==> config.mk <==
export PLATFORM = sky130hd
export DESIGN_NAME = load_store_unit
export DESIGN_NICKNAME = d
export VERILOG_FILES = /design/src/rtl/load_store_unit_pkg.sv /design/src/rtl/load_store_unit_lane_align.sv /design/src/rtl/load_store_unit.sv
export SDC_FILE = /design/constraint.sdc
export NUM_CORES = 1
export LEC_CHECK = 0
export CAP_MARGIN = 0
export CORE_MARGIN = 5
export CORE_UTILIZATION = 35
export DETAILED_ROUTE_END_ITERATION = 8
export PLACE_DENSITY = 0.69
export REMOVE_ABC_BUFFERS = 1
export SYNTH_ARGS = -nofsm -noshare
export SYNTH_HDL_FRONTEND = slang
export SYNTH_SLANG_ARGS = --single-unit
==> constraint.sdc <==
create_clock -name clk -period 5.05 [get_ports clk]
set_clock_uncertainty 0.05 [all_clocks]
set_input_delay 0.7575 -clock clk [delete_from_list [all_inputs] [get_ports clk]]
set_output_delay 0.7575 -clock clk [all_outputs]
set_load 0.02 [all_outputs]
==> src/rtl/load_store_unit_pkg.sv <==
// Shared op codes, FSM state encoding and request classification helpers
// for the load/store unit.
package load_store_unit_pkg;

  localparam logic [2:0] OP_LW  = 3'd0;
  localparam logic [2:0] OP_LH  = 3'd1;
  localparam logic [2:0] OP_LHU = 3'd2;
  localparam logic [2:0] OP_LB  = 3'd3;
  localparam logic [2:0] OP_LBU = 3'd4;
  localparam logic [2:0] OP_SW  = 3'd5;
  localparam logic [2:0] OP_SH  = 3'd6;
  localparam logic [2:0] OP_SB  = 3'd7;

  typedef enum logic [1:0] {
    IDLE  = 2'd0,
    EXEC  = 2'd1,
    WRITE = 2'd2,
    RESP  = 2'd3
  } state_t;

  function automatic logic is_store(input logic [2:0] op);
    return (op == OP_SW) || (op == OP_SH) || (op == OP_SB);
  endfunction

  function automatic logic is_misaligned(input logic [2:0] op, input logic [1:0] lo);
    logic bad;
    bad = 1'b0;
    case (op)
      OP_LW, OP_SW:          bad = (lo != 2'b00);
      OP_LH, OP_LHU, OP_SH:  bad = lo[0];
      default:               bad = 1'b0;
    endcase
    return bad;
  endfunction

endpackage

==> src/rtl/load_store_unit_lane_align.sv <==
// Combinational byte-lane steering: extended load extraction and
// store-lane merge into an existing little-endian memory word.
module lsu_lane_align
  import load_store_unit_pkg::*;
(
  input  logic [2:0]  op,
  input  logic [1:0]  byte_sel,
  input  logic [31:0] word,
  input  logic [31:0] wdata,
  output logic [31:0] load_data,
  output logic [31:0] store_word
);

  logic [7:0]  byte_v;
  logic [15:0] half_v;

  always_comb begin
    byte_v = '0;
    case (byte_sel)
      2'd0:    byte_v = word[7:0];
      2'd1:    byte_v = word[15:8];
      2'd2:    byte_v = word[23:16];
      default: byte_v = word[31:24];
    endcase
    half_v = byte_sel[1] ? word[31:16] : word[15:0];
  end

  always_comb begin
    load_data = '0;
    case (op)
      OP_LW:   load_data = word;
      OP_LH:   load_data = {{16{half_v[15]}}, half_v};
      OP_LHU:  load_data = {16'h0000, half_v};
      OP_LB:   load_data = {{24{byte_v[7]}}, byte_v};
      OP_LBU:  load_data = {24'h000000, byte_v};
      default: load_data = '0;
    endcase
  end

  always_comb begin
    store_word = word;
    case (op)
      OP_SW: store_word = wdata;
      OP_SH: begin
        if (byte_sel[1]) store_word[31:16] = wdata[15:0];
        else             store_word[15:0]  = wdata[15:0];
      end
      OP_SB: store_word[{byte_sel, 3'b000} +: 8] = wdata[7:0];
      default: store_word = word;
    endcase
  end

endmodule

==> src/rtl/load_store_unit.sv <==
// Multi-cycle load/store controller in front of a word-addressed data memory;
// sub-word stores are done as read-modify-write.
module load_store_unit
  import load_store_unit_pkg::*;
#(
  parameter int ADDR_W = 15,
  parameter int DATA_W = 32
) (
  input  logic              clk,
  input  logic              rst,
  input  logic              req_valid,
  output logic              req_ready,
  input  logic [2:0]        req_op,
  input  logic [ADDR_W+1:0] req_addr,
  input  logic [DATA_W-1:0] req_wdata,
  output logic              resp_valid,
  output logic [DATA_W-1:0] resp_rdata,
  output logic              resp_err,
  output logic [ADDR_W-1:0] mem_read_addr,
  input  logic [DATA_W-1:0] mem_read_data,
  output logic [ADDR_W-1:0] mem_write_addr,
  output logic [DATA_W-1:0] mem_wdata,
  output logic              mem_we
);

  state_t              state, next_state;
  logic [2:0]          op_q;
  logic [ADDR_W+1:0]   addr_q;
  logic [DATA_W-1:0]   wdata_q;
  logic [DATA_W-1:0]   merge_q;
  logic                err_q;
  logic [DATA_W-1:0]   load_data;
  logic [DATA_W-1:0]   store_word;

  lsu_lane_align u_align (
    .op         (op_q),
    .byte_sel   (addr_q[1:0]),
    .word       (mem_read_data),
    .wdata      (wdata_q),
    .load_data  (load_data),
    .store_word (store_word)
  );

  always_comb begin
    next_state = state;
    case (state)
      IDLE: begin
        if (req_valid)
          next_state = is_misaligned(req_op, req_addr[1:0]) ? RESP : EXEC;
      end
      EXEC:    next_state = (is_store(op_q) && (op_q != OP_SW)) ? WRITE : RESP;
      WRITE:   next_state = RESP;
      RESP:    next_state = IDLE;
      default: next_state = IDLE;
    endcase
  end

  always_ff @(posedge clk or posedge rst) begin
    if (rst) begin
      state      <= IDLE;
      op_q       <= '0;
      addr_q     <= '0;
      wdata_q    <= '0;
      merge_q    <= '0;
      err_q      <= 1'b0;
      resp_rdata <= '0;
    end else begin
      state <= next_state;
      case (state)
        IDLE: begin
          if (req_valid) begin
            op_q       <= req_op;
            addr_q     <= req_addr;
            wdata_q    <= req_wdata;
            err_q      <= is_misaligned(req_op, req_addr[1:0]);
            resp_rdata <= '0;
          end
        end
        EXEC: begin
          if (!is_store(op_q)) resp_rdata <= load_data;
          merge_q <= store_word;
        end
        default: ;
      endcase
    end
  end

  // Write enable is a pure state decode so an async reset kills it at once.
  always_comb begin
    req_ready      = (state == IDLE);
    resp_valid     = (state == RESP);
    resp_err       = (state == RESP) && err_q;
    mem_we         = (state == WRITE) || ((state == EXEC) && (op_q == OP_SW));
    mem_wdata      = (state == WRITE) ? merge_q : wdata_q;
    mem_read_addr  = addr_q[ADDR_W+1:2];
    mem_write_addr = addr_q[ADDR_W+1:2];
  end

endmodule
# == After elaboration in Yosys (flattened, before gate mapping) ==
# Index checks and enable logic that the tools add are counted.
# word_totals
ff_bits,119
inputBits,87
output_inout_bits,98
wordCells,63
# classes
n_addsub,1
eq_ne,19
n_shift,2
muxes,18
reduce_logical,16
# ops
cell,count
$pmux 32 s5,1
$mux 32,3
$pmux 32 s3,1
$pmux 32 s2,1
$mux 16,3
$bwmux 32,1
$shift 8x7->32 const A,1
$shiftx 8x7->32,1
$pmux 8 s3,1
$eq 3x3->1 const B,6
$eq 3x2->1 const B,3
$pmux 2 s4,1
$neg 5->7,1
$eq 2x2->1 const B,3
$eq 3x1->1 const B,2
$logic_not 3->1,2
$eq 2x1->1 const B,2
$logic_not 2->1,2
$mux 2,2
$ne 2x2->1 const B,2
$reduce_bool 2->1,2
$logic_and 1x1->1,3
$logic_or 1x1->1,3
$mux 1,3
other kinds (6),6

# == Logic depth before layout (Yosys ltp) ==
# logic_depth
word_depth,8
ltp_mapped,9
mapped_depth_nobuf,6

# == By module ==
# From an unflattened synthesis, not the netlist that was laid out.
# unflattened
hier_cells,585
area_unflattened_um2,6970.4
# by_module_without_submodules
mod,instances,cells_each,area_each_um2,seq_area_each_um2
load_store_unit,1,385,5506.5,2977.9
lsu_lane_align,1,200,1463.9,0.0

# == Worst setup path before layout ==
# Ideal clock, no wire load.
# synth_path
kind,register -> output
startpoint,reg state[0]
endpoint,out mem_wdata[10]
arrival_ps,1620
required_time_ps,4243
setup_slack_ps,2623
stages_incl_launch_ff,6
n_path_buf,2
path_cell_list,dfrtp_1 inv_1 ha_1 clkbuf_1 buf_1 mux2_2
# synth_via
elab_chain_cells,2
# synth_rtl
element,line,source
start: declaration,load_store_unit.sv:26,"state_t state, next_state;"
start signal: assignment,load_store_unit.sv:68,state <= next_state;
$eq 2x2->1,load_store_unit.sv:94,mem_wdata = (state == WRITE) ? merge_q : wdata_q;
$mux 32,load_store_unit.sv:94,
end: declaration,load_store_unit.sv:22,"output logic [DATA_W-1:0] mem_wdata,"
# No other way between the ends.

# == Worst setup path in the final report ==
# layout_path
startpoint,reg op_q[2]
endpoint,out mem_we
# layout_via
elab_chain_cells,3
# layout_rtl
element,line,source
start: declaration,load_store_unit.sv:27,logic [2:0] op_q;
start signal: assignment,load_store_unit.sv:72,op_q <= req_op;
$eq 3x3->1,load_store_unit.sv:93,mem_we = (state == WRITE) || ((state == EXEC) && (op_q == OP_SW));
$logic_and 1x1->1,load_store_unit.sv:93,
$logic_or 1x1->1,load_store_unit.sv:93,
end: declaration,load_store_unit.sv:23,output logic mem_we
# No other way between the ends.

==> flow_summary_export.csv <==
group,metric,value,unit
min_path,hp-start,"resp_rdata[23]",
placement,io_buffer_count,184,
synth,synth-seq-area-share,45.2,%
worst_setup_path,crit_fanout,17,
cells_and_area,n_antenna_cell,0,
synth,synth_edf_count,0,
min_path,min_to,"resp_rdata[23]",
worst_setup_path,ff2ff_setup_slack,1.75,ns
flow_run,cap_violations,0,
worst_setup_path,start_kind,"register",
detailed_routing,via_count,5784,
global_route,grt.overflow.total,0,
cells_and_area,share_of_post_route_cells_with_drive_strength_above_1,16.9,%
global_route,grt_start_max_net_pins,50,
placement,dp_hpwl,14.7,mm
detailed_routing,drtAntennaViolNets,0,
global_route,first_global_vias,5846,
die,die_x,147,um
cells_and_area,multiInputGateArea,3140,sq um
synth,ys_async_rst_share,100,%
detailed_routing,drt-vias-per-instance,5.65,
die,die_area,21700,sq um
synth,syn_area_per_cell,10.3,sq um
clock_network,clk_path_buf_depth,2,
clock_network,ctsRootBufferMaster,"sky130_fd_sc_hd__clkbuf_16",
clock_network,cts.sinks,119,
detailed_routing,detailedRoute.firstIterationViolations,505,
worst_setup_path,r2r_start,"addr_q[1]",
cells_and_area,layout.filler_cells,1747,
worst_setup_path,crit_slowest_cell,"sky130_fd_sc_hd__and3b_1",
die,initial_core_util,35.4,%
synth,synth.area.top_cells,"sky130_fd_sc_hd__dfrtp_1 45%, sky130_fd_sc_hd__mux2_2 15%, sky130_fd_sc_hd__a31oi_1 3.9%, sky130_fd_sc_hd__nand2_1 3.5%, sky130_fd_sc_hd__buf_4 3.4%",
global_route,grt_first_pass_wirelength,33.2,mm
synth,ffs_latches_synth,119,
cells_and_area,nets,873,
synth,synth-warning-count,0,
synth,yosys.area.top_type,"sky130_fd_sc_hd__dfrtp_1",
sta,slew_hr,32.8,%
global_route,number_of_antenna_violations_at_the_first_check_in_global_routing,1,
run_status,status,"completed",
clock_network,cts.hold.buffers_added,0,
die,io_pins,185,
pwr,pwr_density_cell,718,nW/um^2
sta,period_minus_slack,3.43,ns
worst_setup_path,worstPathCellList,"and3b_1 -> a21o_1 -> clkdlybuf4s50_1",
detailed_routing,detailedRoute.firstPassIterationCount,9,
detailed_routing,route.detailed.drc,0,
worst_setup_path,critPathKind,"reg -> out",
synth,post-synth-top-area-fraction,45.2,%
die,std_cell_rows,50,
clock_network,cts-buffers-inserted,17,
worst_setup_path,slowest_delay,0.73,ns
pwr,fin_total_pwr,0.00646,W
synth,syn-cell-area,6590,sq um
synth,postSynth.topFlopCell,"sky130_fd_sc_hd__dfrtp_1",
clock_network,cts-htree-levels,4,
min_path,hold_class,"reg -> reg",
cells_and_area,ff_latch_area,2980,sq um
sta,number_of_endpoints_with_negative_hold_slack_in_the_final_report,0,
sta,rsz0062_at_grt,"false",
min_path,holdPathStages,1,
clock_network,post-cts-setup-buffers,0,
sta,fin_tns_setup,0,ns
detailed_routing,total_wire_length,21.2,mm
synth,syn_inst,639,
clock_network,tritoncts,"done",
worst_setup_path,path_delay_family,"simple AND/OR/NAND/NOR gates",
pwr,power.static_leakage,3.78,nW
worst_setup_path,sort_of_element_at_the_end_of_the_critical_path,"output port",
clock_network,clkSlewWorstSetupHoldPaths,0.06,ns
sta,worst_slew_pin_slew,1.00,ns
global_route,globalRouteTotalUtil,19.4,%
die,fp.coreArea,18600,sq um
die,die_y,147,um
synth,synth_cell_types,51,
placement,dp.cells,991,
worst_setup_path,rr_worst_depth,6,
sta,fmax,291,MHz
sta,timing.final.setup_violations,0,
worst_setup_path,critPathRequiredTime,4.24,ns
sta,maxSlewViolCount,0,
worst_setup_path,cp_num_buf_inv,1,
cells_and_area,syn2layout_area_growth,36.4,%
sta,layout_worst_path_cycle_share,68.0,%
cells_and_area,final-instance-count-excl-fill,1023,
detailed_routing,route.detailed.wl_per_inst,20.8,um
pwr,worst_vdd_ir,0.000319,V
clock_network,clock_insertion_delay_worst_skew,0.41,ns
worst_setup_path,worst_r2r_endpoint,"resp_rdata[8]",
worst_setup_path,arrival,2.63,ns
clock_network,cts.repair.resized,0,
placement,globalplace.congestion,0.895,
[synthesized netlist by cell type, types with 3 or more instances]
cell type	n
sky130_fd_sc_hd__a211o_1	7
sky130_fd_sc_hd__a211oi_1	8
sky130_fd_sc_hd__a21o_1	19
sky130_fd_sc_hd__a21oi_1	12
sky130_fd_sc_hd__a221o_1	8
sky130_fd_sc_hd__a221oi_1	8
sky130_fd_sc_hd__a222oi_1	7
sky130_fd_sc_hd__a22oi_1	16
sky130_fd_sc_hd__a31oi_1	41
sky130_fd_sc_hd__and3b_1	3
sky130_fd_sc_hd__buf_2	5
sky130_fd_sc_hd__buf_4	30
sky130_fd_sc_hd__buf_6	4
sky130_fd_sc_hd__clkbuf_1	35
sky130_fd_sc_hd__dfrtp_1	119
sky130_fd_sc_hd__ha_1	10
sky130_fd_sc_hd__inv_1	6
sky130_fd_sc_hd__mux2_2	85
sky130_fd_sc_hd__nand2_1	62
sky130_fd_sc_hd__nand2b_1	8
sky130_fd_sc_hd__nand4b_1	3
sky130_fd_sc_hd__nor2_1	25
sky130_fd_sc_hd__nor2b_1	16
sky130_fd_sc_hd__nor3b_1	3
sky130_fd_sc_hd__o21ai_0	45
sky130_fd_sc_hd__o21bai_1	7
sky130_fd_sc_hd__o22ai_1	15
[cell type report]
cell class	count	area share [%]
flip-flops and latches	119	33.1
repair buffers	195	21.4
well taps	234	3.26
multi-input cells	434	35.0
inverters	9	0.404
clock inverters	14	1.94
clock buffers	18	4.89
[power by group]
group          leakage, nW  switching (W)  total (W)  internal, W
clock                0.289       0.000470    0.00126     0.000792
combinational         2.04        0.00188    0.00348      0.00161
sequential            1.45       0.000346    0.00171      0.00137
[flip-flops by register name, summed over array words and instances (netlist names)]
register / flops
merge_q: 32
resp_rdata: 32
wdata_q: 32
addr_q: 17
op_q: 3
state: 2
err_q: 1
[kinds of logic (layout without fill, tap and decap cells)]
kind of cell    Yosys count  count (layout)  share of synthesized area (%)
compound gates          206             206                           21.4
fa+ha+maj                10              10                           1.90
buf+inv                  86             236                           7.18
flops                   119             119                           45.2
mux                      85              85                           14.5
simple gates            133             133                           9.81
[per-stage QoR]
stage / area (sq um) / hold slack [ns] / utilization [%] / setup slack, ns
4_1_cts: 8990 / 0.431 / 48.2 / 1.60
2_1_floorplan: 6150 / 0.389 / - / 1.09
6_report: 8990 / 0.426 / 48.2 / 1.62
3_5_place_dp: 8370 / 0.418 / 44.9 / 1.86
5_1_grt: 8990 / 0.449 / 48.2 / 1.49
3_3_place_gp: 8370 / 0.412 / 44.9 / 1.94
[cell usage in the layout (no fill, tap or decap), types with 3 or more instances in the layout]
cell / netlist / layout
sky130_fd_sc_hd__clkdlybuf4s50_1: 0 / 184
sky130_fd_sc_hd__dfrtp_1: 119 / 119
sky130_fd_sc_hd__mux2_2: 85 / 85
sky130_fd_sc_hd__nand2_1: 62 / 61
sky130_fd_sc_hd__o21ai_0: 45 / 45
sky130_fd_sc_hd__a31oi_1: 41 / 41
sky130_fd_sc_hd__nor2_1: 25 / 25
sky130_fd_sc_hd__a21o_1: 19 / 19
sky130_fd_sc_hd__clkbuf_16: 0 / 17
sky130_fd_sc_hd__nor2b_1: 16 / 16
sky130_fd_sc_hd__a22oi_1: 16 / 16
sky130_fd_sc_hd__o22ai_1: 15 / 15
sky130_fd_sc_hd__a21oi_1: 12 / 12
sky130_fd_sc_hd__buf_4: 30 / 11
sky130_fd_sc_hd__ha_1: 10 / 10
sky130_fd_sc_hd__nand2b_1: 8 / 8
sky130_fd_sc_hd__a221o_1: 8 / 8
sky130_fd_sc_hd__a211oi_1: 8 / 8
sky130_fd_sc_hd__a221oi_1: 8 / 8
sky130_fd_sc_hd__a222oi_1: 7 / 7
sky130_fd_sc_hd__o21bai_1: 7 / 7
sky130_fd_sc_hd__a211o_1: 7 / 7
sky130_fd_sc_hd__inv_1: 6 / 5
sky130_fd_sc_hd__clkinvlp_4: 0 / 4
sky130_fd_sc_hd__and3b_1: 3 / 3
sky130_fd_sc_hd__nand4b_1: 3 / 3
sky130_fd_sc_hd__nor3b_1: 3 / 3
sky130_fd_sc_hd__clkinv_4: 0 / 3
sky130_fd_sc_hd__bufinv_16: 0 / 3
[worst max path at each step]
stage | start | to | cells after the start
floorplan | rst | addr_q[0] | 1
global placement | addr_q[1] | resp_rdata[8] | 6
detailed placement | addr_q[1] | resp_rdata[13] | 6
CTS | op_q[2] | mem_we | 3
global route | addr_q[1] | resp_rdata[10] | 6
finish | op_q[2] | mem_we | 3
[layer usage]
metal	routed length, um	track usage, %	vias up
li1	-	-	2623
met1	8970	26.0	2833
met2	9840	30.1	284
met3	1840	5.49	42
met4	578	7.22	2
met5	11	0	-
Power figures use the tool's default switching activity.
==> RTL edit (same flow settings) <==
Set the parameter `ADDR_W` to 16 (it was 15).
--- a/src/rtl/load_store_unit.sv
+++ b/src/rtl/load_store_unit.sv
@@ -5,3 +5,3 @@
 #(
-  parameter int ADDR_W = 15,
+  parameter int ADDR_W = 16,
   parameter int DATA_W = 32
Interface: changed (resized mem_read_addr, mem_write_addr and req_addr); port bits go from 185 to 188. No check against the original RTL was run, so the function may have changed too.
==> RTL edit against the original RTL <==
Critical path depth grew 1; register-to-register slack gained 230 ps; sequential cell count grew 1; clock power grew 9%; synthesized cell count shrank 1.7%; non-clock buffer count shrank 2; first-iteration DRC count grew 7.9%; design area grew 0.75%; maximum frequency shrank 3.1%; synthesized area grew 0.57%; setup slack lost 110 ps; power grew 6.2%; routed wire length grew 0.45%.
==> RTL edit: results (changes against the original RTL) <==
Placement:
- The port buffer count was 187 (was 184).
- The worst-case setup slack after placement is 1860 ps (about the same).
- The estimated wirelength of the detail-placed design is 14800 um (was 14700 um).
- The cell area after placement was 8400 um2 (was 8370 um2).

Timing:
- The minimum hold slack is 427 ps (was 426 ps).
- The actual transition at the worst max-transition pin is 1130 ps (was 1000 ps).
- The least setup slack across all paths after layout came to 1510 ps (was 1620 ps).

Detailed routing:
- The number of DRC markers after the initial detailed-route iteration is 545 (was 505).
- The first-pass detailed-route iteration total is 6 (was 9).
- The average via count per standard cell is 5.69 (was 5.65).
- The routed wirelength normalized by instance count is 21.2 um (was 20.8 um).

Critical path:
- The start point of the critical path is op_q[0] (was op_q[2]).
- The maximum net fanout on the critical path is 34 (was 17).
- The cell with the biggest individual delay on the critical path is dfrtp_1 (was and3b_1).
- The endpoint of the worst-slack reg-to-reg timing path is resp_rdata[10] (was resp_rdata[8]).
- The data arrival time of the worst path is 2740 ps (was 2630 ps).
- The destination of the critical timing path is mem_we (unchanged).
- The delay of the slowest critical-path stage was 1040 ps (was 730 ps).
- The top cell family by delay on the critical path is flip-flops (was simple AND/OR/NAND/NOR gates).
- The register-to-register setup slack is 1980 ps (was 1750 ps).

Finish:
- The number of nets at the end of the flow is 857 (was 873).
- The number of non-filler instances in the completed layout is 1006 (was 1023).
- The number of fillers in the final layout is 1719 (was 1747).

Logic synthesis:
- The count of cell types in the netlist is 53 (was 51).
- Cells taking the most area after synthesis: dfrtp_1 (45%), mux2_2 (14%), buf_4 (4.0%) (was dfrtp_1 (45%), mux2_2 (15%), a31oi_1 (3.9%)).
- Cell types with the highest counts after synthesis: dfrtp_1 (120), mux2_2 (85), nand2_1 (53) (was dfrtp_1 (119), mux2_2 (85), nand2_1 (62)).
- The post-synthesis instance total is 628 (was 639).
- The post-synthesis compound-gate area fraction is 0.223 (was 0.214).
- The share of the synthesized area in the top cell type was 0.453 (was 0.452).
- The proportion of synthesized area in mux cells came to 0.146 (was 0.145).
- The fraction of the yosys area taken by sequential cells is 0.453 (was 0.452).

GRT:
- The pin count of the biggest net entering global routing is 67 (was 50).
- The wire length of the first global-routing pass is 32500 um (was 33200 um).

Power and ir drop:
- The worst-case vdd ir drop came to 0.000337 V (was 0.000319 V).
- The sequential fraction of design power came to 0.274 (was 0.266).
- The total leakage power is 0.00378 uW (about the same).
- The switching power as a share of total power is 0.414 (was 0.417).
- The sequential power is 1880 uW (was 1710 uW).
- The combinational gate power was 3610 uW (was 3480 uW).

Run status:
- Status: finished clean (unchanged).

Min path:
- The source of the worst hold timing path was resp_rdata[20] (was resp_rdata[23]).
[RTL edit: cells by family after synthesis]
logic type | Yosys count
flops | 120
mux | 86
buf+inv | 92
compound gates | 206
simple gates | 114
fa+ha+maj | 10
[RTL edit: worst min path at each step]
stage	to
after floorplan	err_q
after global placement	resp_rdata[21]
after detailed placement	err_q
after CTS	err_q
after global routing	resp_rdata[20]
final	resp_rdata[20]
[RTL edit: layout make-up]
type                            instances  area [um2]  share of cell area
Tap cell                              234         293              0.0323
Sequential cell                       120        3000               0.332
Clock buffer                           18         439              0.0485
Inverter                               11        43.8             0.00484
Timing Repair Buffer                  193        1930               0.213
Multi-Input combinational cell        416        3130               0.345
Clock inverter                         14         220              0.0243
[RTL edit: metal layers]
layer  vias to the layer above  global-route usage  part of all wire
met3                        34              0.0665             0.082
met4                         2              0.0578             0.019
li1                       2598                   -                 -
met1                      2822               0.253              0.44
met5                         -                   0           0.00033
met2                       273               0.295              0.46
